==> src/rtl/imem_pkg.sv <==
// Shared state encoding, parameter defaults and address-fault helper for the
// instruction-RAM port controller.
package imem_pkg;

   localparam int          ADDR_W_DEF    = 8;
   localparam logic [31:0] NOP_INSTR_DEF = 32'h0000_0013;

   typedef enum logic [1:0] {
      ST_IDLE,
      ST_FETCH,
      ST_LOAD,
      ST_DONE
   } state_t;

   // A fetch faults when the word is misaligned or lies beyond the RAM depth.
   function automatic logic fetch_fault(input logic [31:0] addr, input int aw);
      return (addr[1:0] != 2'b00) || ((addr >> aw) != 32'd0);
   endfunction

endpackage

==> src/rtl/imem_word_asm.sv <==
// Walks four byte addresses from a latched base and assembles {b3,b2,b1,b0}.
// Latency: 5 edges from start to fetch_valid (1 on fault); start only when idle, no backpressure.
module imem_word_asm
   import imem_pkg::*;
#(
   parameter int          ADDR_W    = ADDR_W_DEF,
   parameter logic [31:0] NOP_INSTR = NOP_INSTR_DEF
) (
   input  logic              clk,
   input  logic              rst,
   input  logic              start,
   input  logic              fault,
   input  logic [ADDR_W-1:0] base,
   input  logic [7:0]        mem_rdata,
   output logic [ADDR_W-1:0] rd_addr,
   output logic              done,
   output logic              fetch_valid,
   output logic [31:0]       fetch_instr,
   output logic              fetch_err
);

   logic [ADDR_W-1:0] base_q, base_d;
   logic [1:0]        cnt_q, cnt_d;
   logic [1:0]        lane_q, lane_d;
   logic              issue_q, issue_d;
   logic              cap_q, cap_d;
   logic [23:0]       sh_q, sh_d;
   logic [31:0]       instr_q, instr_d;
   logic              vld_q, vld_d;
   logic              err_q, err_d;

   assign rd_addr     = base_q + ADDR_W'(cnt_q);
   assign done        = cap_q && (lane_q == 2'd3);
   assign fetch_valid = vld_q;
   assign fetch_instr = instr_q;
   assign fetch_err   = err_q;

   always_comb begin
      base_d  = base_q;
      cnt_d   = cnt_q;
      issue_d = issue_q;
      sh_d    = sh_q;
      instr_d = instr_q;
      vld_d   = 1'b0;
      err_d   = 1'b0;
      // Read data for the address issued last cycle arrives this cycle.
      cap_d   = issue_q;
      lane_d  = cnt_q;

      if (issue_q) begin
         cnt_d = cnt_q + 2'd1;
         if (cnt_q == 2'd3) begin
            issue_d = 1'b0;
         end
      end

      if (cap_q) begin
         sh_d = {mem_rdata, sh_q[23:8]};
         if (lane_q == 2'd3) begin
            instr_d = {mem_rdata, sh_q};
            vld_d   = 1'b1;
         end
      end

      if (start) begin
         base_d  = base;
         cnt_d   = 2'd0;
         issue_d = !fault;
         if (fault) begin
            instr_d = NOP_INSTR;
            vld_d   = 1'b1;
            err_d   = 1'b1;
         end
      end
   end

   always_ff @(posedge clk or posedge rst) begin
      if (rst) begin
         base_q  <= '0;
         cnt_q   <= '0;
         lane_q  <= '0;
         issue_q <= 1'b0;
         cap_q   <= 1'b0;
         sh_q    <= '0;
         instr_q <= '0;
         vld_q   <= 1'b0;
         err_q   <= 1'b0;
      end else begin
         base_q  <= base_d;
         cnt_q   <= cnt_d;
         lane_q  <= lane_d;
         issue_q <= issue_d;
         cap_q   <= cap_d;
         sh_q    <= sh_d;
         instr_q <= instr_d;
         vld_q   <= vld_d;
         err_q   <= err_d;
      end
   end

endmodule

==> src/rtl/imem_port_ctrl.sv <==
// Arbitrates the byte-wide instruction RAM between core word fetches and a program loader.
// Latency: fetch 5 edges (fault 1), load 1 byte/cycle; fetch waits while core_hold, loader sees ld_ready.
module imem_port_ctrl
   import imem_pkg::*;
#(
   parameter int          ADDR_W    = ADDR_W_DEF,
   parameter logic [31:0] NOP_INSTR = NOP_INSTR_DEF
) (
   input  logic              clk,
   input  logic              rst,
   input  logic              fetch_req,
   input  logic [31:0]       fetch_addr,
   output logic              fetch_valid,
   output logic [31:0]       fetch_instr,
   output logic              fetch_err,
   input  logic              ld_start,
   input  logic              ld_valid,
   input  logic [7:0]        ld_data,
   input  logic              ld_last,
   output logic              ld_ready,
   output logic              ld_overflow,
   output logic              core_hold,
   output logic [ADDR_W-1:0] mem_addr,
   output logic              mem_we,
   output logic [7:0]        mem_wdata,
   input  logic [7:0]        mem_rdata
);

   state_t            state_q, state_d;
   logic [ADDR_W:0]   wcnt_q, wcnt_d;
   logic              ovf_q, ovf_d;
   logic              pend_q, pend_d;
   logic              asm_start;
   logic              asm_fault;
   logic              asm_done;
   logic [ADDR_W-1:0] asm_addr;
   logic              wr_full;

   // Top bit of the write counter marks that every RAM byte has been written.
   assign wr_full     = wcnt_q[ADDR_W];
   assign asm_fault   = fetch_fault(fetch_addr, ADDR_W);
   assign ld_overflow = ovf_q;

   imem_word_asm #(
      .ADDR_W    (ADDR_W),
      .NOP_INSTR (NOP_INSTR)
   ) u_word_asm (
      .clk         (clk),
      .rst         (rst),
      .start       (asm_start),
      .fault       (asm_fault),
      .base        (fetch_addr[ADDR_W-1:0]),
      .mem_rdata   (mem_rdata),
      .rd_addr     (asm_addr),
      .done        (asm_done),
      .fetch_valid (fetch_valid),
      .fetch_instr (fetch_instr),
      .fetch_err   (fetch_err)
   );

   always_comb begin
      state_d   = state_q;
      wcnt_d    = wcnt_q;
      ovf_d     = ovf_q;
      pend_d    = pend_q;
      asm_start = 1'b0;
      core_hold = 1'b0;
      ld_ready  = 1'b0;
      mem_we    = 1'b0;
      mem_addr  = '0;
      mem_wdata = '0;

      unique case (state_q)
         ST_IDLE: begin
            if (ld_start || pend_q) begin
               state_d = ST_LOAD;
               wcnt_d  = '0;
               ovf_d   = 1'b0;
               pend_d  = 1'b0;
            end else if (fetch_req) begin
               // A faulting fetch is answered by the assembler without leaving IDLE.
               asm_start = 1'b1;
               if (!asm_fault) begin
                  state_d = ST_FETCH;
               end
            end
         end

         ST_FETCH: begin
            mem_addr = asm_addr;
            if (ld_start) begin
               pend_d = 1'b1;
            end
            if (asm_done) begin
               state_d = ST_IDLE;
            end
         end

         ST_LOAD: begin
            core_hold = 1'b1;
            ld_ready  = 1'b1;
            mem_addr  = wcnt_q[ADDR_W-1:0];
            if (ld_valid) begin
               if (!wr_full) begin
                  mem_we    = 1'b1;
                  mem_wdata = ld_data;
                  wcnt_d    = wcnt_q + 1'b1;
               end else if (!ld_last) begin
                  ovf_d = 1'b1;
               end
               if (ld_last) begin
                  state_d = ST_DONE;
               end
            end
         end

         ST_DONE: begin
            core_hold = 1'b1;
            state_d   = ST_IDLE;
         end

         default: state_d = ST_IDLE;
      endcase
   end

   always_ff @(posedge clk or posedge rst) begin
      if (rst) begin
         state_q <= ST_IDLE;
         wcnt_q  <= '0;
         ovf_q   <= 1'b0;
         pend_q  <= 1'b0;
      end else begin
         state_q <= state_d;
         wcnt_q  <= wcnt_d;
         ovf_q   <= ovf_d;
         pend_q  <= pend_d;
      end
   end

endmodule

==> config.mk <==
export PLATFORM = sky130hd
export DESIGN_NAME = imem_port_ctrl
export DESIGN_NICKNAME = d
export VERILOG_FILES = /design/src/rtl/imem_pkg.sv /design/src/rtl/imem_word_asm.sv /design/src/rtl/imem_port_ctrl.sv
export SDC_FILE = /design/constraint.sdc
export NUM_CORES = 1
export LEC_CHECK = 0
export ABC_CLOCK_PERIOD_IN_PS = 5600
export CORE_UTILIZATION = 52
export CTS_CLUSTER_DIAMETER = 50
export DETAILED_ROUTE_END_ITERATION = 10
export PLACE_DENSITY_LB_ADDON = 0.15
export SLEW_MARGIN = 20
export SYNTH_ARGS = -nofsm -noshare
export SYNTH_HDL_FRONTEND = slang
export SYNTH_SLANG_ARGS = --single-unit
==> constraint.sdc <==
create_clock -name clk -period 5.6 [get_ports clk]
set_input_delay 0.56 -clock clk [delete_from_list [all_inputs] [get_ports clk]]
set_output_delay 0.56 -clock clk [all_outputs]
set_load 0.02 [all_outputs]
# After elaboration in Yosys (flattened, before gate mapping)
# Index checks and enable logic that the tools add are counted.
[word_totals]
mem_bits_rw = 0
register_bits = 85
latchBits = 0
n_memories = 0
input_bits = 54
elab_cells = 93
rom_bits = 0
[classes]
bitwise = 0
muxes = 45
n_div = 0
multipliers = 0
n_reduce_logical = 16
order_cmp = 0
eq_ne = 15
shift = 0
add_sub_neg = 3
[op_table]
columns = ["op", "count"]
rows = [
  ["$mux 32", 4],
  ["$reduce_bool 32->1", 1],
  ["$mux 9", 3],
  ["$mux 8", 3],
  ["$mux 1", 22],
  ["$pmux 9 s2", 1],
  ["$mux 2", 8],
  ["$ne 2x2->1 const B", 8],
  ["$pmux 8 s2", 1],
  ["$reduce_and 5->1", 2],
  ["$add 9x1->9 const B", 1],
  ["$add 8x2->8", 1],
  ["$eq 2x2->1 const B", 4],
  ["$pmux 2 s4", 1],
  ["$reduce_bool 2->1", 4],
  ["$ne 3x3->1 const B", 2],
  ["$reduce_and 3->1", 2],
  ["$pmux 1 s2", 2],
  ["$reduce_and 4->1", 1],
  ["$add 2x1->2 const B", 1],
  ["$eq 2x1->1 const B", 1],
  ["$logic_not 2->1", 1],
  ["$logic_or 1x1->1", 2],
  ["$reduce_or 2->1", 1],
  ["2 further kinds", 2],
]

# Longest topological paths before layout
[depth]
depth_word = 6
mapped_depth = 8

# Hierarchy
# Synthesis repeated with hierarchy kept, for this count alone.
[unflattened]
hier_cells = 382
hier_area_um2 = 4012.6
[by_module_without_submodules]
columns = ["module", "n_inst", "area_each_um2", "cells_per_inst"]
rows = [
  ["imem_word_asm", 1, 2900.3, 248],
  ["imem_port_ctrl", 1, 1112.3, 134],
]

# Worst setup path after synthesis
# Ideal clock, no wire load.
[synth_path]
kind = "register to output"
start = "register u_word_asm.cnt_q[0]"
end = "output port mem_addr[6]"
stages_incl_launch_ff = 8
path_buffers = 0
setup_slack_ns = 3.184
t_required_ns = 5.040
arrival_ns = 1.856
path_cell_list = "dfrtp_1 -> ha_1 -> inv_1 -> fa_1 -> nand2b_1 -> nor3_1 -> o21ai_0 -> a21boi_0"
[synth_via]
elab_chain_len = 2
[synth_rtl]
columns = ["item", "line", "source"]
rows = [
  ["start: declaration", "imem_word_asm.sv:23", "logic [1:0] cnt_q, cnt_d;"],
  ["start signal: assignment", "imem_word_asm.sv:90", "cnt_q <= cnt_d;"],
  ["$add 8x2->8", "imem_word_asm.sv:32", "assign rd_addr = base_q + ADDR_W'(cnt_q);"],
  ["$pmux 8 s2", "imem_port_ctrl.sv:73", "unique case (state_q)"],
  ["end: declaration", "imem_port_ctrl.sv:23", "output logic [ADDR_W-1:0] mem_addr,"],
]
# Every way passes these cells.

# Worst setup path in the final report
[layout_path]
start = "register state_q[0]"
end = "output port mem_wdata[3]"
[layout_via]
elab_chain_len = 2
[layout_rtl]
columns = ["item", "line", "source"]
rows = [
  ["start: declaration", "imem_port_ctrl.sv:29", "state_t state_q, state_d;"],
  ["start signal: assignment", "imem_port_ctrl.sv:133", "state_q <= state_d;"],
  ["$eq 2x2->1", "imem_port_ctrl.sv:73", ""],
  ["$mux 8", "imem_port_ctrl.sv:73", ""],
  ["end: declaration", "imem_port_ctrl.sv:25", "output logic [7:0] mem_wdata,"],
]
# Every way passes these cells.

==> reports/metrics.yaml <==
global_routing:
  grt_max_degree: 86
  use_met3_pct: 4.43
  track_usage_pct: 23.2
  grt_antenna_before_repair: 0
  met2_usage_pct: 40.3
  grt_pass1_wl_um: 14000
  grt_busiest_layer: "met2"
  grt_pass1_vias: 3050
  use_met1_pct: 28.5
  grt-ovfl-total: 0
logic_synthesis:
  synthTopCellsByArea: "dfrtp_1 (53%), nand2_1 (7.1%), mux2_2 (6.8%)"
  synth_ff_type: "dfrtp_1"
  netlist.top_cell.by_area: "dfrtp_1"
  ys_types: 40
  syn-num-nets: 448
  postSynth.asyncResetShare_pct: 100
  seq_area_frac_synth_pct: 53.4
  synth_area_um2: 3980
  synth_cells: 384
  avgSynthCellArea_um2: 10.4
  synth_edf_count: 0
  yosys_warnings: 0
  netlist.area_leader.share_pct: 53.4
  synth_seq_cells: 85
worst_hold_path:
  worstHoldPathType: "reg -> reg"
cells_and_area:
  fin_util_pct: 72.4
  multi_input_area_um2: 1720
  layoutNonFillerInstCount: 588
  seq_area_um2: 2130
  area_delta_synth_final_pct: 33.2
  fillers: 545
  drive_above_1_share_pct: 11.0
  diodes: 0
  fin_nets: 548
die:
  design.core.area_um2: 7330
  die_w_um: 89.5
  io_pins: 108
  dieHeight_um: 89.5
  dieArea_um2: 8010
  rows: 31
  initial_core_util_pct: 54.3
clock_network:
  cts_made_buffers: 9
  clock_latency_ns: 0.36
  hold_buffers: 0
  cts_tree: "done"
  cts.root.buffer_cell: "clkbuf_8"
  cts_buffer_depth: 2
  cts_setup_buffers: 0
  cts-resized-gates: 0
  htreeDepth: 3
  clk_pin_slew_ns: 0.09
  clock-sinks: 85
sta:
  max_slew_margin_pct: 28.5
  timing_hold_violations_final: 0
  layout_min_cycle_time_ns: 3.48
  period_share_pct: 62.2
  timing.setup.tns_ns: 0
  grt_setup_unrepaired: "false"
  setup-violations-final: 0
  fin_ws_ns: 2.12
  maxSlewViolCount: 0
  fmax_mhz: 287
  fin_hold_ws_ns: 0.487
  tightest_slew_ns: 1.07
  finalClockSkew_ns: 0.00934
placed_design:
  portBuffers: 107
  dp_hpwl_um: 6120
  post-place-ws_ns: 2.58
  gp_congestion: 0.820
  placed_cells: 572
route:
  drc: 0
  ant_nets: 0
  wire_per_inst_um: 14.6
  vias: 3172
  drt-pass1-iter-count: 4
  vias_per_cell: 5.39
  routed_wl_um: 8580
  dr.first_iter.drc_count: 104
worst_setup_path:
  worst-path-max-fanout: 17
  critPathKind: "reg -> out"
  r2r-start: "state_q[0]"
  rr_worst_depth: 7
  cp-startpoint: "state_q[0]"
  r2r_setup_slack_ns: 2.91
  critical_path_required_ns: 5.04
  crit_end: "mem_wdata[3]"
  arrival_ns: 2.92
  r2r-end: "u_word_asm.fetch_valid"
  setup.worst_path.end_class: "primary output"
  setup.worst_path.start_class: "flop"
job:
  cap_violations: 0
power:
  power_density_nw_per_um2: 387
  p_leak_nw: 2.29
  peakVddDrop_mv: 0.319
run_status:
  status: "completed"
synthesized netlist by cell type, types with 4 or more instances:
cell type	count
ha_1	9
dfrtp_1	85
nand3b_1	5
nor4_1	6
nor2b_1	4
xnor2_1	11
and3_1	10
nand2b_1	4
nand3_1	11
inv_1	12
o21ai_0	7
a21oi_1	37
nand2_1	75
nor2_1	14
nand4_1	4
mux2_2	24
buf_2	8
nor3_1	5
mux2_1	8
clkbuf_1	11
logic make-up (layout without fill, tap and decap cells):
group	after synthesis	in the layout	synth area share [%]
buffers and inverters	33	138	3.36
AO/OA/AOI/OAI	64	64	10.0
multiplexers	35	35	9.80
AND/OR/NAND/NOR	146	146	17.7
adder cells (fa/ha/maj)	10	10	3.33
XOR/XNOR	11	11	2.42
flip-flops	85	85	53.4
worst max-delay path, stage by stage, from the launching register on:
cell             delay [ns]
dfrtp_1                0.44
inv_1                  0.15
ha_1                   0.56
nor2b_1                0.54
and3_1                 0.25
clkdlybuf4s50_1        0.63
area by class of cell:
type / count / area share [%]
Multi-Input combinational cell: 266 / 32.5
Inverter: 12 / 0.873
Timing Repair Buffer: 110 / 20.7
Tap cell: 99 / 2.34
Sequential cell: 85 / 40.1
Clock inverter: 7 / 1.18
Clock buffer: 9 / 2.34
worst min-delay path by stage:
stage	from	to	slack, ns	cells after the start
floorplan	u_word_asm.cnt_q[1]	u_word_asm.lane_q[1]	0.42	0
global placement	u_word_asm.cap_d	u_word_asm.cap_q	0.45	0
detailed placement	u_word_asm.cnt_q[0]	u_word_asm.lane_q[0]	0.47	0
CTS	u_word_asm.cap_d	u_word_asm.cap_q	0.49	0
global route	u_word_asm.cap_d	u_word_asm.cap_q	0.51	0
finish	u_word_asm.cap_d	u_word_asm.cap_q	0.49	0
cell usage in the layout (no fill, tap or decap), types with 4 or more instances in the layout:
cell	netlist	layout
clkdlybuf4s50_1	0	107
dfrtp_1	85	85
nand2_1	75	75
a21oi_1	37	37
mux2_2	24	24
nor2_1	14	14
nand3_1	11	11
inv_1	12	11
xnor2_1	11	11
and3_1	10	9
ha_1	9	9
clkbuf_8	0	9
mux2_1	8	8
o21ai_0	7	7
nor4_1	6	6
nor3_1	5	5
nand3b_1	5	5
nand2b_1	4	4
nand4_1	4	4
nor2b_1	4	4
inv_6	0	4
flip-flops by register name (all words and copies together), names as in the netlist:
name                    flops
u_word_asm.fetch_valid      1
u_word_asm.sh_q            24
ld_overflow                 1
u_word_asm.cnt_q            2
wcnt_q                      9
pend_q                      1
u_word_asm.cap_q            1
u_word_asm.cap_d            1
u_word_asm.fetch_err        1
u_word_asm.fetch_instr     32
state_q                     2
u_word_asm.base_q           8
u_word_asm.lane_q           2
metal layers:
metal  wire length (um)  up-vias
li1                   -     1529
met1               3590     1534
met4                118        0
met2               4500       95
met3                372       14
met5                  0        -
power by group:
group          switching, mW  internal [mW]  total [mW]
clock                  0.242          0.173       0.415
sequential            0.0973          0.730       0.828
combinational          0.430          0.380       0.810
total                  0.769           1.28        2.05
through the flow:
step	cell area [um^2]	power, mW
after floorplan	3980	1.32
after CTS	5300	2.06
after global routing	5300	2.19
after global placement	5110	1.62
after detailed placement	5110	1.65
final	5300	2.05
(Power assumes the default switching activity.)
==> edit (same settings) <==
Set the package constant `ADDR_W_DEF` to 7 (it was 8).
--- a/src/rtl/imem_pkg.sv
+++ b/src/rtl/imem_pkg.sv
@@ -4,3 +4,3 @@
 
-   localparam int          ADDR_W_DEF    = 8;
+   localparam int          ADDR_W_DEF    = 7;
    localparam logic [31:0] NOP_INSTR_DEF = 32'h0000_0013;
Interface: changed (resized mem_addr); port bits go from 108 to 107. The function was not compared with the original's and may differ.
==> edit against the original RTL <==
- setup slack improved by 0.15 ns
- total power fell by 15%
- sequential cell count shrank 2
- cell area shrank 1.9%
- final cell count is 5.3% lower
- utilization is 0.61 points lower
- wire length shrank 5.9%
- synthesized area shrank 2.3%
- critical path type unchanged
- largest cell class unchanged
- largest power group unchanged
- highest routed layer unchanged
==> edit: results <==
[worst_hold_path]
min_to = "u_word_asm.lane_q[0]$_DFF_PP0_"

[cts]
clock_latency_ns = 0.34

[routing]
num_vias = 2925
drt-initial-drc-count = 143
wirelength_um = 8070

[yosys]
synth-seq-area-share = 0.534
synth_fa_ha_area_frac = 0.0341
synthMuxAreaShare = 0.0996
synth_cells = 351
ys_types = 38
synth_area_um2 = 3890
synth_compound_area_frac = 0.0961
yosys-top-cells-count = "83 x dfrtp_1, 76 x nand2_1, 30 x mux2_2"

[grt]
met3_usage = 0.0345
grt_usage = 0.223
met1_usage = 0.302
grt_pass1_vias = 2808
grt_pass1_wl_um = 13300
grt.met2_usage = 0.364

[sta]
max-slew-margin-rel = 0.320
skew_ns = 0.0110

[run_status]
outcome = "finished clean"

[final_layout]
drive_gt1_frac = 0.183
nNetsFinal = 517

[worst_setup_path]
timing.rr.end = "wcnt_q[4]$_DFFE_PP0P_"
reg2reg_slack_ns = 3.32
cp.arrival_ns = 2.77

[pwr]
ir_drop_v = 0.000256
p_switching_uw = 556
leakage_nw = 2.21

[placement]
io_buffers = 106
place.detailed.hpwl_um = 5610
[edit: changes by cell type in the layout (fill, tap and decap cells not counted), sizes merged, moves of 3 or more]
cell	delta
inv	-7
and2	+9
xor2	+6
xnor2	-5
nor2b	+3
nand3	-9
a211oi	-3
and3	-5
a2111oi	-3
a21oi	-6
a22oi	+4
nor3	-5
[edit: worst register-to-register path, stage by stage (launching register included)]
cell      delay, ns
dfrtp_1        0.40
inv_1          0.13
ha_1           0.50
nand3b_1       0.17
a22oi_1        0.54
nand4_1        0.19
xor2_1         0.17
nor2_1         0.06
[edit: layout make-up]
type / count / area, µm²
clock inverter: 5 / 85.1
sequential: 83 / 2080
clock buffer: 11 / 141
inverter: 10 / 38.8
timing repair buffer: 108 / 1080
tap: 99 / 124
multi-input combinational: 241 / 1660
fill: 560 / 2050
[edit: cells by family after synthesis]
family | Yosys count
AND/OR/NAND/NOR | 136
adder cells (fa/ha/maj) | 10
flip-flops | 83
multiplexers | 35
XOR/XNOR | 12
buffers and inverters | 27
AO/OA/AOI/OAI | 48
[edit: layer usage]
layer / share of wire / wire length [µm]
met3: 0.048 / 391
met4: 0.013 / 102
met1: 0.44 / 3570
met5: 0 / 0
met2: 0.50 / 4010
[edit: per-stage QoR]
stage	worst slack [ns]	hold WS, ns	instance area (µm²)	util	power [mW]
floorplan	2.90	0.421	3890	-	1.08
global placement	2.75	0.432	4970	0.686	1.25
detailed placement	2.67	0.440	4970	0.686	1.27
CTS	2.26	0.474	5200	0.717	1.75
global route	2.13	0.494	5200	0.717	1.84
finish	2.27	0.467	5200	0.717	1.74
[edit: how the worst max path moves through the flow]
stage                                    to  cells after the start                             from  slack, ns
floorplan           ld_overflow$_DFFE_PP0P_                      1                              rst       2.90
global placement                mem_addr[6]                      9  u_word_asm.cnt_q[0]$_DFFE_PP0P_       2.75
detailed placement              mem_addr[6]                      9  u_word_asm.cnt_q[0]$_DFFE_PP0P_       2.67
CTS                             mem_addr[6]                      9  u_word_asm.cnt_q[0]$_DFFE_PP0P_       2.26
global route                    mem_addr[6]                      9  u_word_asm.cnt_q[0]$_DFFE_PP0P_       2.13
finish                          mem_addr[6]                      9  u_word_asm.cnt_q[0]$_DFFE_PP0P_       2.27
[edit: power groups by stage]
stage	Combinational [mW]	Sequential (mW)	Clock, mW
final	0.536	0.723	0.482
after global routing	0.588	0.733	0.515
after CTS	0.541	0.722	0.489
after detailed placement	0.538	0.732	0
after global placement	0.524	0.731	0
after floorplan	0.347	0.734	0
